`src/rtl/div32_seq_if.sv`:
```
// Request/result bundle for the sequential 32-bit divider.
interface div32_seq_if;
  localparam int unsigned W = 32;

  logic         start;
  logic         sign;
  logic [W-1:0] a;
  logic [W-1:0] b;
  logic         busy;
  logic         done;
  logic [W-1:0] quo;
  logic [W-1:0] rem;
  logic         div_zero;

  modport master (
    output start, sign, a, b,
    input  busy, done, quo, rem, div_zero
  );

  modport slave (
    input  start, sign, a, b,
    output busy, done, quo, rem, div_zero
  );
endinterface

```
`src/rtl/div32_seq.sv`:
```
// Sequential 32-bit restoring divider, one quotient bit per cycle, MSB first.
// A started operation finishes 33 cycles later; a zero divisor finishes next cycle.
// Define DIV32_SIGNED_EN to honour the sign input (two's-complement, truncating
// toward zero); without it every operation is unsigned and no fix-up logic exists.
module div32_seq (
  input  logic        clk,
  input  logic        rst,
  div32_seq_if.slave  bus
);

  localparam int unsigned W  = 32;
  localparam int unsigned CW = 5;

  typedef enum logic [1:0] {
    IDLE = 2'd0,
    RUN  = 2'd1,
    FIN  = 2'd2
  } state_t;

  state_t        state_q;
  state_t        state_nxt;
  logic          busy_nxt;
  logic          done_nxt;
  logic          busy_q;
  logic          done_q;

  logic [W-1:0]  dvd_q;
  logic [W-1:0]  dvs_q;
  logic [W-1:0]  part_q;
  logic [CW-1:0] cnt_q;

  logic [W-1:0]  quo_r;
  logic [W-1:0]  rem_r;
  logic          dz_r;

  logic          start_acc;
  logic          b_zero;
  logic          last_iter;
  logic [W-1:0]  a_mag;
  logic [W-1:0]  b_mag;
  logic [W:0]    shifted;
  logic [W:0]    trial;
  logic          take;
  logic [W-1:0]  quo_step;
  logic [W-1:0]  rem_step;
  logic [W-1:0]  quo_res;
  logic [W-1:0]  rem_res;

`ifdef DIV32_SIGNED_EN
  logic          neg_q_q;
  logic          neg_r_q;
  logic          op_signed;
`endif

  assign start_acc = (state_q == IDLE) && bus.start;
  assign b_zero    = (bus.b == '0);
  assign last_iter = (cnt_q == CW'(W - 1));

  // State register
  always_ff @(posedge clk or posedge rst) begin
    if (rst) state_q <= IDLE;
    else     state_q <= state_nxt;
  end

  // Next-state logic
  always_comb begin
    state_nxt = state_q;
    case (state_q)
      IDLE: if (start_acc) state_nxt = b_zero ? FIN : RUN;
      RUN:  if (last_iter) state_nxt = FIN;
      FIN:  state_nxt = IDLE;
      default: state_nxt = IDLE;
    endcase
  end

  // Output decode of the upcoming state, registered below
  always_comb begin
    busy_nxt = 1'b0;
    done_nxt = 1'b0;
    case (state_nxt)
      RUN:     busy_nxt = 1'b1;
      FIN:     done_nxt = 1'b1;
      default: ;
    endcase
  end

  // Registered busy/done
  always_ff @(posedge clk or posedge rst) begin
    if (rst) begin
      busy_q <= 1'b0;
      done_q <= 1'b0;
    end else begin
      busy_q <= busy_nxt;
      done_q <= done_nxt;
    end
  end

  // Operand magnitudes presented to the unsigned core
  always_comb begin
`ifdef DIV32_SIGNED_EN
    op_signed = bus.sign;
    a_mag = (op_signed && bus.a[W-1]) ? W'(-bus.a) : bus.a;
    b_mag = (op_signed && bus.b[W-1]) ? W'(-bus.b) : bus.b;
`else
    a_mag = bus.a;
    b_mag = bus.b;
`endif
  end

  // One restoring step: shift in next dividend bit, subtract if it fits
  always_comb begin
    shifted  = {part_q, dvd_q[W-1]};
    trial    = shifted - {1'b0, dvs_q};
    take     = ~trial[W];
    rem_step = take ? trial[W-1:0] : shifted[W-1:0];
    quo_step = {dvd_q[W-2:0], take};
  end

  // Result sign correction applied as the final step is written
  always_comb begin
`ifdef DIV32_SIGNED_EN
    quo_res = neg_q_q ? W'(-quo_step) : quo_step;
    rem_res = neg_r_q ? W'(-rem_step) : rem_step;
`else
    quo_res = quo_step;
    rem_res = rem_step;
`endif
  end

  // Iteration datapath: operand capture and per-cycle shift/subtract
  always_ff @(posedge clk or posedge rst) begin
    if (rst) begin
      dvd_q  <= '0;
      dvs_q  <= '0;
      part_q <= '0;
      cnt_q  <= '0;
    end else if (start_acc && !b_zero) begin
      dvd_q  <= a_mag;
      dvs_q  <= b_mag;
      part_q <= '0;
      cnt_q  <= '0;
    end else if (state_q == RUN) begin
      dvd_q  <= quo_step;
      part_q <= rem_step;
      cnt_q  <= cnt_q + CW'(1);
    end
  end

`ifdef DIV32_SIGNED_EN
  // Result sign flags captured with the operands
  always_ff @(posedge clk or posedge rst) begin
    if (rst) begin
      neg_q_q <= 1'b0;
      neg_r_q <= 1'b0;
    end else if (start_acc && !b_zero) begin
      neg_q_q <= op_signed && (bus.a[W-1] ^ bus.b[W-1]);
      neg_r_q <= op_signed && bus.a[W-1];
    end
  end
`endif

  // Visible results update only when an operation completes
  always_ff @(posedge clk or posedge rst) begin
    if (rst) begin
      quo_r <= '0;
      rem_r <= '0;
      dz_r  <= 1'b0;
    end else if (start_acc && b_zero) begin
      quo_r <= '1;
      rem_r <= bus.a;
      dz_r  <= 1'b1;
    end else if ((state_q == RUN) && last_iter) begin
      quo_r <= quo_res;
      rem_r <= rem_res;
      dz_r  <= 1'b0;
    end
  end

  assign bus.busy     = busy_q;
  assign bus.done     = done_q;
  assign bus.quo      = quo_r;
  assign bus.rem      = rem_r;
  assign bus.div_zero = dz_r;

endmodule

```
`src/flat_wrapper.sv`:
```
// flat-port wrapper written by rule: the top's interface ports become plain ports
module div32_seq_flat 
  (clk, rst, bus_start, bus_sign, bus_a, bus_b, bus_busy, bus_done, bus_quo, bus_rem, bus_div_zero);
  div32_seq_if bus_i ();
  input  logic clk;
  input  logic rst;
  input wire logic [$bits(bus_i.start)-1:0] bus_start;
  input wire logic [$bits(bus_i.sign)-1:0] bus_sign;
  input wire logic [$bits(bus_i.a)-1:0] bus_a;
  input wire logic [$bits(bus_i.b)-1:0] bus_b;
  output wire logic [$bits(bus_i.busy)-1:0] bus_busy;
  output wire logic [$bits(bus_i.done)-1:0] bus_done;
  output wire logic [$bits(bus_i.quo)-1:0] bus_quo;
  output wire logic [$bits(bus_i.rem)-1:0] bus_rem;
  output wire logic [$bits(bus_i.div_zero)-1:0] bus_div_zero;
  assign bus_i.start = bus_start;
  assign bus_i.sign = bus_sign;
  assign bus_i.a = bus_a;
  assign bus_i.b = bus_b;
  assign bus_busy = bus_i.busy;
  assign bus_done = bus_i.done;
  assign bus_quo = bus_i.quo;
  assign bus_rem = bus_i.rem;
  assign bus_div_zero = bus_i.div_zero;
  div32_seq u_core (.clk(clk), .rst(rst), .bus(bus_i));
endmodule
```
`config.mk`:
```
export PLATFORM = sky130hd
export DESIGN_NAME = div32_seq_flat
export DESIGN_NICKNAME = d
export VERILOG_FILES = /design/src/rtl/div32_seq_if.sv /design/src/rtl/div32_seq.sv /design/src/flat_wrapper.sv
export SDC_FILE = /design/constraint.sdc
export NUM_CORES = 1
export LEC_CHECK = 0
export CAP_MARGIN = 20
export CORE_MARGIN = 1
export CORE_UTILIZATION = 51
export CTS_BUF_LIST = sky130_fd_sc_hd__clkbuf_8
export DETAILED_ROUTE_END_ITERATION = 12
export PLACE_DENSITY = 0.89
export SLEW_MARGIN = 10
export SYNTH_ARGS = -nofsm -noshare
export SYNTH_HDL_FRONTEND = slang
export SYNTH_SLANG_ARGS = --single-unit
```
`constraint.sdc`:
```
create_clock -name clk -period 5.8 [get_ports clk]
set_input_delay 1.16 -clock clk [delete_from_list [all_inputs] [get_ports clk]]
set_output_delay 1.16 -clock clk [all_outputs]
set_load 0.02 [all_outputs]
```
==> out/summary.txt <==
Run status = complete, no violations
Endpoints failing setup = 0
Syn Nets = 1103
Core box area = 17360 sq um
Setup TNS = 0 ns
Startpoint Class = flip-flop
Die span in y = 135.3 um
Worst slew pin tran = 0.8649 ns
DRT Pass-1 Iters = 5
Die area = 18310 sq um
Post-layout min period = 4.168 ns
Critical Path, Cell by Cell = inv_1 -> ha_1 -> fa_1 -> nand2b_1 -> a21oi_1 -> o21ai_0 -> nand2_1 -> a2111o_2 -> xor2_4 -> buf_4 -> mux2i_1 -> o21ai_0
Port bufs = 133
First-pass GRT wire length = 38760 um
WL per Instance = 17.74 um
DR WL met3 = 1290 um
Post-synth EDFFs = 0
Pin count of the biggest net entering global routing = 100
# rows = 48
Fin crit share = 71.87%
Most frequent cells in the layout = nand2_1, dfrtp_1, clkdlybuf4s50_1
Clock Pin Slew Worst Setup and Hold Paths = 0.09 ns
Syn-to-layout area delta = 20.25%
Drt via density = 5.899
Syn. warnings = 0
Die Width = 135.3 um
Clk buf depth = 2
Final Hold Fails = 0
Post-cts resize count = 0
GRT overflow = 0
Clock Sinks = 170
RePlAce Congestion = 0.9328
CTS tree = done
Hold_buf cts = 0
Netlist cell types = 69
Starting Density = 52.23%
Post-layout nets = 1203
Synthesized instance count = 1000
Num CTS Buffers = 17
Top routing layer used = met4
Max-cap violations = 0
Worst-path fanout max = 18
Multi-input gate area = 4392 sq um
Worst Path Buf+Inv = 2
Fin. max-slew vios = 0
Slew margin rel. = 42.34%
Sequential share of the synthesized area = 46.92%
Vias in the first global route = 7437
Synth Register Bits = 170
Worst-Skew Late Latency = 0.47 ns
CP required = 6.13 ns
Slowest CP cell = xor2_4
Number of fillers in the final layout = 1412
Place WS = 1.686 ns
Drt initial violations = 688
Worst reg-to-reg setup slack = 1.63 ns
Fmax = 239.9 MHz
Routed via count = 7893
Clk_skew = 0.01416 ns
CTS H-tree depth = 4
Post-route ant nets = 0
Mapped Area = 9066 sq um
Crit path DAT = 4.50 ns
Met2 WL = 10990 um
Worst Setup Slack, final = 1.632 ns
Root buf cell = clkbuf_8
Most common cell after layout, fill and taps aside = nand2_1
Max incr delay on CP = 0.72 ns
Metal-1 WL = 11040 um
HP Class = flip-flop to flip-flop
Async set or reset register ratio after synthesis = 100.0%
Top_reg_cell synth = dfrtp_1
Setup Fix Bufs, Post-CTS = 0
RSZ-0062 raised after global routing = no
HPWL after DPL = 16690 um
Crit path top cell by count = o21ai_0
Final WL = 23740 um
Critical Path End Type = flip-flop
Avg Inst Size Synth = 9.066 sq um
Initial antenna violation count = 0
Share of cells above drive strength 1 = 6.110%
GRT Overall Usage = 27.19%
Cell family with most CP delay = compound AO/OA/AOI/OAI gates
DRC Markers = 0
Reg area = 4254 sq um
Kind of critical path = flip-flop to flip-flop
ANT cells = 0
Io pins = 135
==> sequential cells by signal, indices dropped and copies added, names as in the netlist <==
name,flops
u_core.bus.quo,32
u_core.bus.rem,32
u_core.dvd_q,32
u_core.dvs_q,32
u_core.part_q,32
u_core.cnt_q,5
u_core.state_q,2
u_core.bus.busy,1
u_core.bus.div_zero,1
u_core.bus.done,1
==> area by class of cell <==
type | instances | share of cell area [%]
multi-input cells | 726 | 40.28
inverters | 40 | 1.423
clock inverters | 15 | 1.389
clock buffers | 17 | 2.146
repair buffers | 145 | 13.15
well taps | 225 | 2.582
flip-flops and latches | 170 | 39.02
==> layer usage <==
metal	vias to the layer above	track usage (%)
li1	3755	-
met1	3817	38.86
met2	281	42.42
met3	40	4.115
met4	0	8.801
met5	-	0
==> synth_stat cells, types with 13 or more instances <==
| library cell | n | area, sq um |
|---|---|---|
| a21oi_1 | 31 | 155.2 |
| a22oi_1 | 58 | 435.4 |
| clkbuf_1 | 42 | 157.7 |
| dfrtp_1 | 170 | 4254 |
| ha_1 | 34 | 425.4 |
| inv_1 | 40 | 150.1 |
| mux2i_1 | 23 | 230.2 |
| nand2_1 | 226 | 848.3 |
| nor2_1 | 29 | 108.9 |
| nor3_1 | 13 | 65.06 |
| o21ai_0 | 98 | 490.5 |
| o21ai_1 | 36 | 180.2 |
| o22ai_1 | 18 | 112.6 |
| xor2_1 | 15 | 131.4 |
==> metrics by stage <==
step | hold slack, ns | cell area, sq um | util, % | instances
5_1_grt | 0.5205 | 10900 | 62.81 | 1338
3_5_place_dp | 0.4799 | 10500 | 60.47 | 1305
2_1_floorplan | 0.4460 | 9066 | - | 1000
6_report | 0.4981 | 10900 | 62.81 | 1338
4_1_cts | 0.5006 | 10880 | 62.69 | 1337
3_3_place_gp | 0.4593 | 10500 | 60.47 | 1305
==> logic make-up (layout without fill, tap and decap cells) <==
logic type	after synthesis	after routing	share of synthesized area, %
xor+xnor	29	29	3.091
mux	26	26	2.995
buf+inv	104	217	4.996
flops	170	170	46.92
compound gates	317	317	22.10
simple gates	319	319	14.99
fa+ha+maj	35	35	4.913
==> path summary, 6_finish.rpt <==
path	to	cells after the start	from
worst max-delay path	u_core.bus.rem[20]$_DFFE_PP0P_	12	u_core.dvd_q[31]$_DFFE_PP0P_
worst min-delay path	u_core.bus.div_zero$_DFFE_PP0P_	1	u_core.bus.div_zero$_DFFE_PP0P_
worst max register to register	u_core.bus.rem[20]$_DFFE_PP0P_	12	u_core.dvd_q[31]$_DFFE_PP0P_
worst min register to register	u_core.bus.div_zero$_DFFE_PP0P_	1	u_core.bus.div_zero$_DFFE_PP0P_
max in group asynchronous	u_core.part_q[2]$_DFFE_PP0P_	3	rst
min in group asynchronous	u_core.bus.quo[18]$_DFFE_PP0P_	2	rst
Power is not shown: default switching activity piles up to over one toggle a cycle in this logic, so the estimate is an artifact.
==> RTL change 1: new RTL, same flow settings <==
Set the localparam `CW` to 6 (it was 5).
--- a/src/rtl/div32_seq.sv
+++ b/src/rtl/div32_seq.sv
@@ -10,5 +10,5 @@
 
   localparam int unsigned W  = 32;
-  localparam int unsigned CW = 5;
+  localparam int unsigned CW = 6;
 
   typedef enum logic [1:0] {
Function: same outputs for any inputs over 10 cycles, from zero or initial values and one cycle with rst high; that may be too few to reach the edited logic, so the function may still have changed.
==> RTL change 1 against the unedited design <==
Critical endpoint is now u_core.part_q[11]. Maximum frequency is 3.5% lower. Cell area is 2.0% lower. Setup slack worse by 0.15 ns. Sequential cell count is 1 higher. Wire length hardly changed. Synthesized cell count is 3.4% lower. Synthesized area is 2.7% lower. Sequential share of layout area is 1.0 points higher.
==> RTL change 1: results (changes against the unedited design) <==
| Metric | Value |
|---|---|
| First-pass GRT wire length | `38000 µm (was 38800 µm)` |
| CP max FO | `18 (unchanged)` |
| Deepest clock path buffer count | `2 (unchanged)` |
| Share of synthesized registers carrying an async set or reset | `100% (unchanged)` |
| Synth warn | `0 (unchanged)` |
| Placer congestion estimate | `0.900 (was 0.933)` |
| Clk slew on worst S/H paths | `0.10 ns` |
| Initial antenna violation count | `0 (unchanged)` |
| I/O Buffers | `133 (unchanged)` |
| Post-CTS Setup Bufs | `0 (unchanged)` |
| Static Leakage | `4.56 nW` |
| Seq/Total Area, Yosys | `48.5% (was 46.9%)` |
| Yosys top cell area share | `48.5% (was 46.9%)` |
| Headroom to the max-slew limit | `26.5% (was 42.3%)` |
| Layout cells sized above 1 | `5.53% (was 6.11%)` |
| Final #Nets | `1174 (was 1203)` |
| Final WL | `23700 µm (about the same)` |
| Tot GR Track Use | `27.2% (about the same)` |
| Top cells by area, synth | `dfrtp_1 (48%), nand2_1 (9.2%), o21ai_0 (5.9%) (was dfrtp_1 (47%), nand2_1 (9.4%), o21ai_0 (5.4%))` |
| Final Setup Violations | `0 (unchanged)` |
| Min-Delay Path Class | `reg2reg (unchanged)` |
| Largest net degree at the start of global routing | `118 (was 100)` |
| Via/cell ratio | `6.02 (was 5.90)` |
| Antenna diode count | `0 (unchanged)` |
| Status | `complete, no violations (unchanged)` |
| Post-DP HPWL | `16900 µm (was 16700 µm)` |
| Yosys cell types | `56 (was 69)` |
| Fillers | `1332 (was 1412)` |
| Peak supply drop | `242 µV` |
| CP max stage delay | `0.79 ns (was 0.72 ns)` |
| Clk root buf | `clkbuf_8 (unchanged)` |
| Slowest CP cell | `a221oi_4 (was xor2_4)` |
| H-Tree Depth | `4 (unchanged)` |
| Post-synth top cells | `nand2_1 (217), dfrtp_1 (171), o21ai_0 (104) (was nand2_1 (226), dfrtp_1 (170), o21ai_0 (98))` |
| Post-Syn Nets | `1068 (was 1103)` |
| TritonCTS Buffers | `17 (unchanged)` |
| Clk Latency, worst-skew pair | `0.47 ns (about the same)` |
| Post_cts resized | `0 (unchanged)` |
| Clock Skew | `0.0243 ns (was 0.0142 ns)` |
| First-pass DRT Iterations | `5 (unchanged)` |
| Vias in the first global route | `7426 (was 7437)` |
| Initial detailed-routing violation count | `680 (was 688)` |
## RTL change 1: cell types whose count changed after synthesis, sizes merged, moves of 5 or more
cell and change:
a32oi -5, a222oi +8, buf -9, a31o -6
o21ai -6, xnor2 +7, nand2 -9
## RTL change 1: final timing paths
check / to / slack, ns / cells past startpoint / start
max in group asynchronous: u_core.part_q[21] / 3.47 / 3 / rst
min in group asynchronous: u_core.bus.quo[4] / 1.26 / 2 / rst
worst min-delay path: u_core.bus.div_zero / 0.50 / 2 / u_core.bus.div_zero
worst min register to register: u_core.bus.div_zero / 0.50 / 2 / u_core.bus.div_zero
worst max register to register: u_core.part_q[11] / 1.48 / 11 / u_core.dvs_q[0]
worst max-delay path: u_core.part_q[11] / 1.48 / 11 / u_core.dvs_q[0]
## RTL change 1: stage by stage
stage | setup slack (ns) | hold slack [ns] | instance area, µm² | util, % | std cells
2_1_floorplan | 0.00821 | 0.460 | 8820 | - | 966
3_3_place_gp | 1.64 | 0.470 | 10300 | 61.5 | 1273
3_5_place_dp | 1.63 | 0.478 | 10300 | 61.5 | 1273
4_1_cts | 1.58 | 0.499 | 10700 | 63.8 | 1305
5_1_grt | 1.31 | 0.528 | 10700 | 63.8 | 1305
6_report | 1.48 | 0.499 | 10700 | 63.8 | 1305
## RTL change 1: worst max-delay path: cells and delay by family, from the launching register on
kind / cells / cell delay, ns
fa+ha+maj: 2 / 0.65
compound gates: 4 / 1.31
mux: 1 / 0.55
buf+inv: 1 / 0.43
simple gates: 3 / 0.80
flops: 1 / 0.41
## RTL change 1: final cells by class
class	instances	area, µm²	share of cell area [%]
clock buffers	19	262	2.45
clock inverters	13	119	1.11
inverters	41	159	1.49
multi-input cells	696	4170	39.0
flip-flops and latches	171	4280	40.0
well taps	220	275	2.58
repair buffers	145	1420	13.3
## RTL change 1: kinds of logic (layout without fill, tap and decap cells)
group / count (synthesis) / in the layout / synth area share (%)
AOI/OAI and AO/OA: 295 / 295 / 21.2
xor gates and xnor gates: 33 / 33 / 3.28
adders and majority gates: 34 / 34 / 4.91
buffers and inverters: 99 / 218 / 4.51
DFF: 171 / 171 / 48.5
muxes: 22 / 22 / 2.52
and+or+nand+nor: 312 / 312 / 15.1
## RTL change 1: layer usage
| layer | global-route usage, % | vias up | part of all wire (%) |
|---|---|---|---|
| met4 | 10.5 | 0 | 2.6 |
| met5 | 0 | - | 0 |
| li1 | - | 3636 | - |
| met1 | 37.7 | 3815 | 43 |
| met3 | 4.91 | 52 | 7.7 |
| met2 | 42.6 | 349 | 46 |
## RTL change 1: power by group
part | switching (W) | total (W) | internal (W)
logic | 0.00191 | 0.00317 | 0.00126
clock network | 0.000457 | 0.000822 | 0.000366
registers | 0.000278 | 0.00183 | 0.00155
total | 0.00264 | 0.00582 | 0.00318
==> RTL change 2: new RTL, same flow settings <==
Without the edit above. Encoding of `state_t`: now one-hot (3 bits for 3 states).
--- a/src/rtl/div32_seq.sv
+++ b/src/rtl/div32_seq.sv
@@ -12,8 +12,8 @@
   localparam int unsigned CW = 5;
 
-  typedef enum logic [1:0] {
-    IDLE = 2'd0,
-    RUN  = 2'd1,
-    FIN  = 2'd2
+  typedef enum logic [2:0] {
+    IDLE = 3'b001,
+    RUN  = 3'b010,
+    FIN  = 3'b100
   } state_t;
 
Check against the original RTL: no difference found for any inputs over 10 cycles, from zero or initial values and one cycle with rst high; not proved beyond that.
==> RTL change 2 against the unedited design <==
Die area is 2.9% lower. Global-route usage is 0.67 points lower. Count of clock-buffer cells in the layout is 2 higher. Wire length fell by 2.8%. Synthesized area down 3.0%. Cell area decreased by 2.3%. Setup slack improved by 0.056 ns. Final cell count is 2.8% lower. First-iteration DRC count increased by 30%. Sequential cell count increased by 1.
==> RTL change 2: results (changes against the unedited design) <==
| Metric | Value |
|---|---|
| Status | `complete, no violations (unchanged)` |
| Post-CTS Setup Bufs | `0 (unchanged)` |
| Post-DP HPWL | `16200 µm (was 16700 µm)` |
| Antenna diode count | `0 (unchanged)` |
| Clk root buf | `clkbuf_8 (unchanged)` |
| Top cells by area, synth | `dfrtp_1 (48%), nand2_1 (9.6%), o21ai_0 (6.5%) (was dfrtp_1 (47%), nand2_1 (9.4%), o21ai_0 (5.4%))` |
| I/O Buffers | `133 (unchanged)` |
| Min-Delay Path Class | `reg2reg (unchanged)` |
| Largest net degree at the start of global routing | `113 (was 100)` |
| Headroom to the max-slew limit | `29.8% (was 42.3%)` |
| Final WL | `23100 µm (was 23700 µm)` |
| Placer congestion estimate | `0.951 (was 0.933)` |
| Post-synth top cells | `nand2_1 (225), dfrtp_1 (170), o21ai_0 (114) (was nand2_1 (226), dfrtp_1 (170), o21ai_0 (98))` |
| Largest delay share family, worst path | `compound AO/OA/AOI/OAI gates (unchanged)` |
| Peak supply drop | `250 µV` |
| P_seq | `0.00173 W` |
| Tot GR Track Use | `26.5% (was 27.2%)` |
| Post-Syn Nets | `1065 (was 1103)` |
| Deepest clock path buffer count | `2 (unchanged)` |
| TritonCTS Buffers | `17 (unchanged)` |
| Seq/Total Area, Yosys | `48.6% (was 46.9%)` |
| Static Leakage | `around 5.0 nW` |
| CP max stage delay | `0.69 ns (was 0.72 ns)` |
| Vias in the first global route | `7334 (was 7437)` |
| First-pass DRT Iterations | `7 (was 5)` |
| Initial antenna violation count | `0 (unchanged)` |
| Clk Latency, worst-skew pair | `0.48 ns` |
| Slowest CP cell | `o211ai_4 (was xor2_4)` |
| H-Tree Depth | `4 (unchanged)` |
| Layout cells sized above 1 | `5.00% (was 6.11%)` |
| Mapped Cells | `962 (was 1000)` |
| Share of synthesized registers carrying an async set or reset | `100% (unchanged)` |
| Synth warn | `0 (unchanged)` |
| Clock Skew | `0.0111 ns (was 0.0142 ns)` |
| Clk slew on worst S/H paths | `0.09 ns (about the same)` |
| Yosys cell types | `56 (was 69)` |
| Initial detailed-routing violation count | `896 (was 688)` |
| Post_cts resized | `0 (unchanged)` |
| Arrival @ worst endpoint | `4.49 ns (was 4.50 ns)` |
| CP max FO | `24 (was 18)` |
| Post-Place Cells | `1267 (was 1305)` |
| Average wire per standard cell | `17.7 µm (about the same)` |
| Clock network power | `between 0.0007 and 0.0008 W` |
| Int Power | `0.00294 W` |
| First-pass GRT wire length | `36900 µm (was 38800 µm)` |
| Via/cell ratio | `5.92 (was 5.90)` |
| Sequential Power Share | `approximately a third` |
| Main synth FF type | `dfrtp_1 (unchanged)` |
| Final #Nets | `1170 (was 1203)` |
[RTL change 2: per-stage QoR]
step / setup WS (ns) / cell area (µm²) / hold slack, ns
2_1_floorplan: 0.00986 / 8800 / 0.446
3_3_place_gp: 1.84 / 10300 / 0.458
3_5_place_dp: 1.78 / 10300 / 0.480
4_1_cts: 1.73 / 10600 / 0.500
5_1_grt: 1.59 / 10700 / 0.529
6_report: 1.69 / 10700 / 0.503
[RTL change 2: final cells by class]
class	instances	area [µm²]
clock buffers	19	262
clock inverters	13	104
fillers	1332	6050
inverters	40	155
multi-input cells	693	4150
flip-flops and latches	171	4280
well taps	220	275
repair buffers	144	1430
[RTL change 2: cells by family (layout without fill, tap and decap cells)]
kind of cell	after synthesis	after routing	share of synthesized area, %
simple gates	300	300	14.0
flops	171	171	48.6
mux	29	29	3.34
xor+xnor	25	25	2.49
fa+ha+maj	35	35	5.06
compound gates	304	304	22.0
buf+inv	98	216	4.45
[RTL change 2: worst paths after layout]
kind	start	end	slack (ns)	depth (start not counted)
setup reg to reg	u_core.dvd_q[31]	u_core.bus.rem[1]	1.69	13
hold reg to reg	u_core.bus.div_zero	u_core.bus.div_zero	0.50	1
min in group asynchronous	rst	u_core.bus.quo[6]	1.28	2
hold / removal	u_core.bus.div_zero	u_core.bus.div_zero	0.50	1
setup / recovery	u_core.dvd_q[31]	u_core.bus.rem[1]	1.69	13
max in group asynchronous	rst	u_core.dvd_q[17]	3.45	3
[RTL change 2: metal layers]
metal | GRT usage [%] | share of wire [%] | vias to the layer above
met4 | 11.4 | 3.4 | 0
met5 | 0 | 0 | -
met1 | 35.8 | 43 | 3666
met3 | 5.33 | 7.4 | 59
li1 | - | - | 3601
met2 | 41.7 | 47 | 366
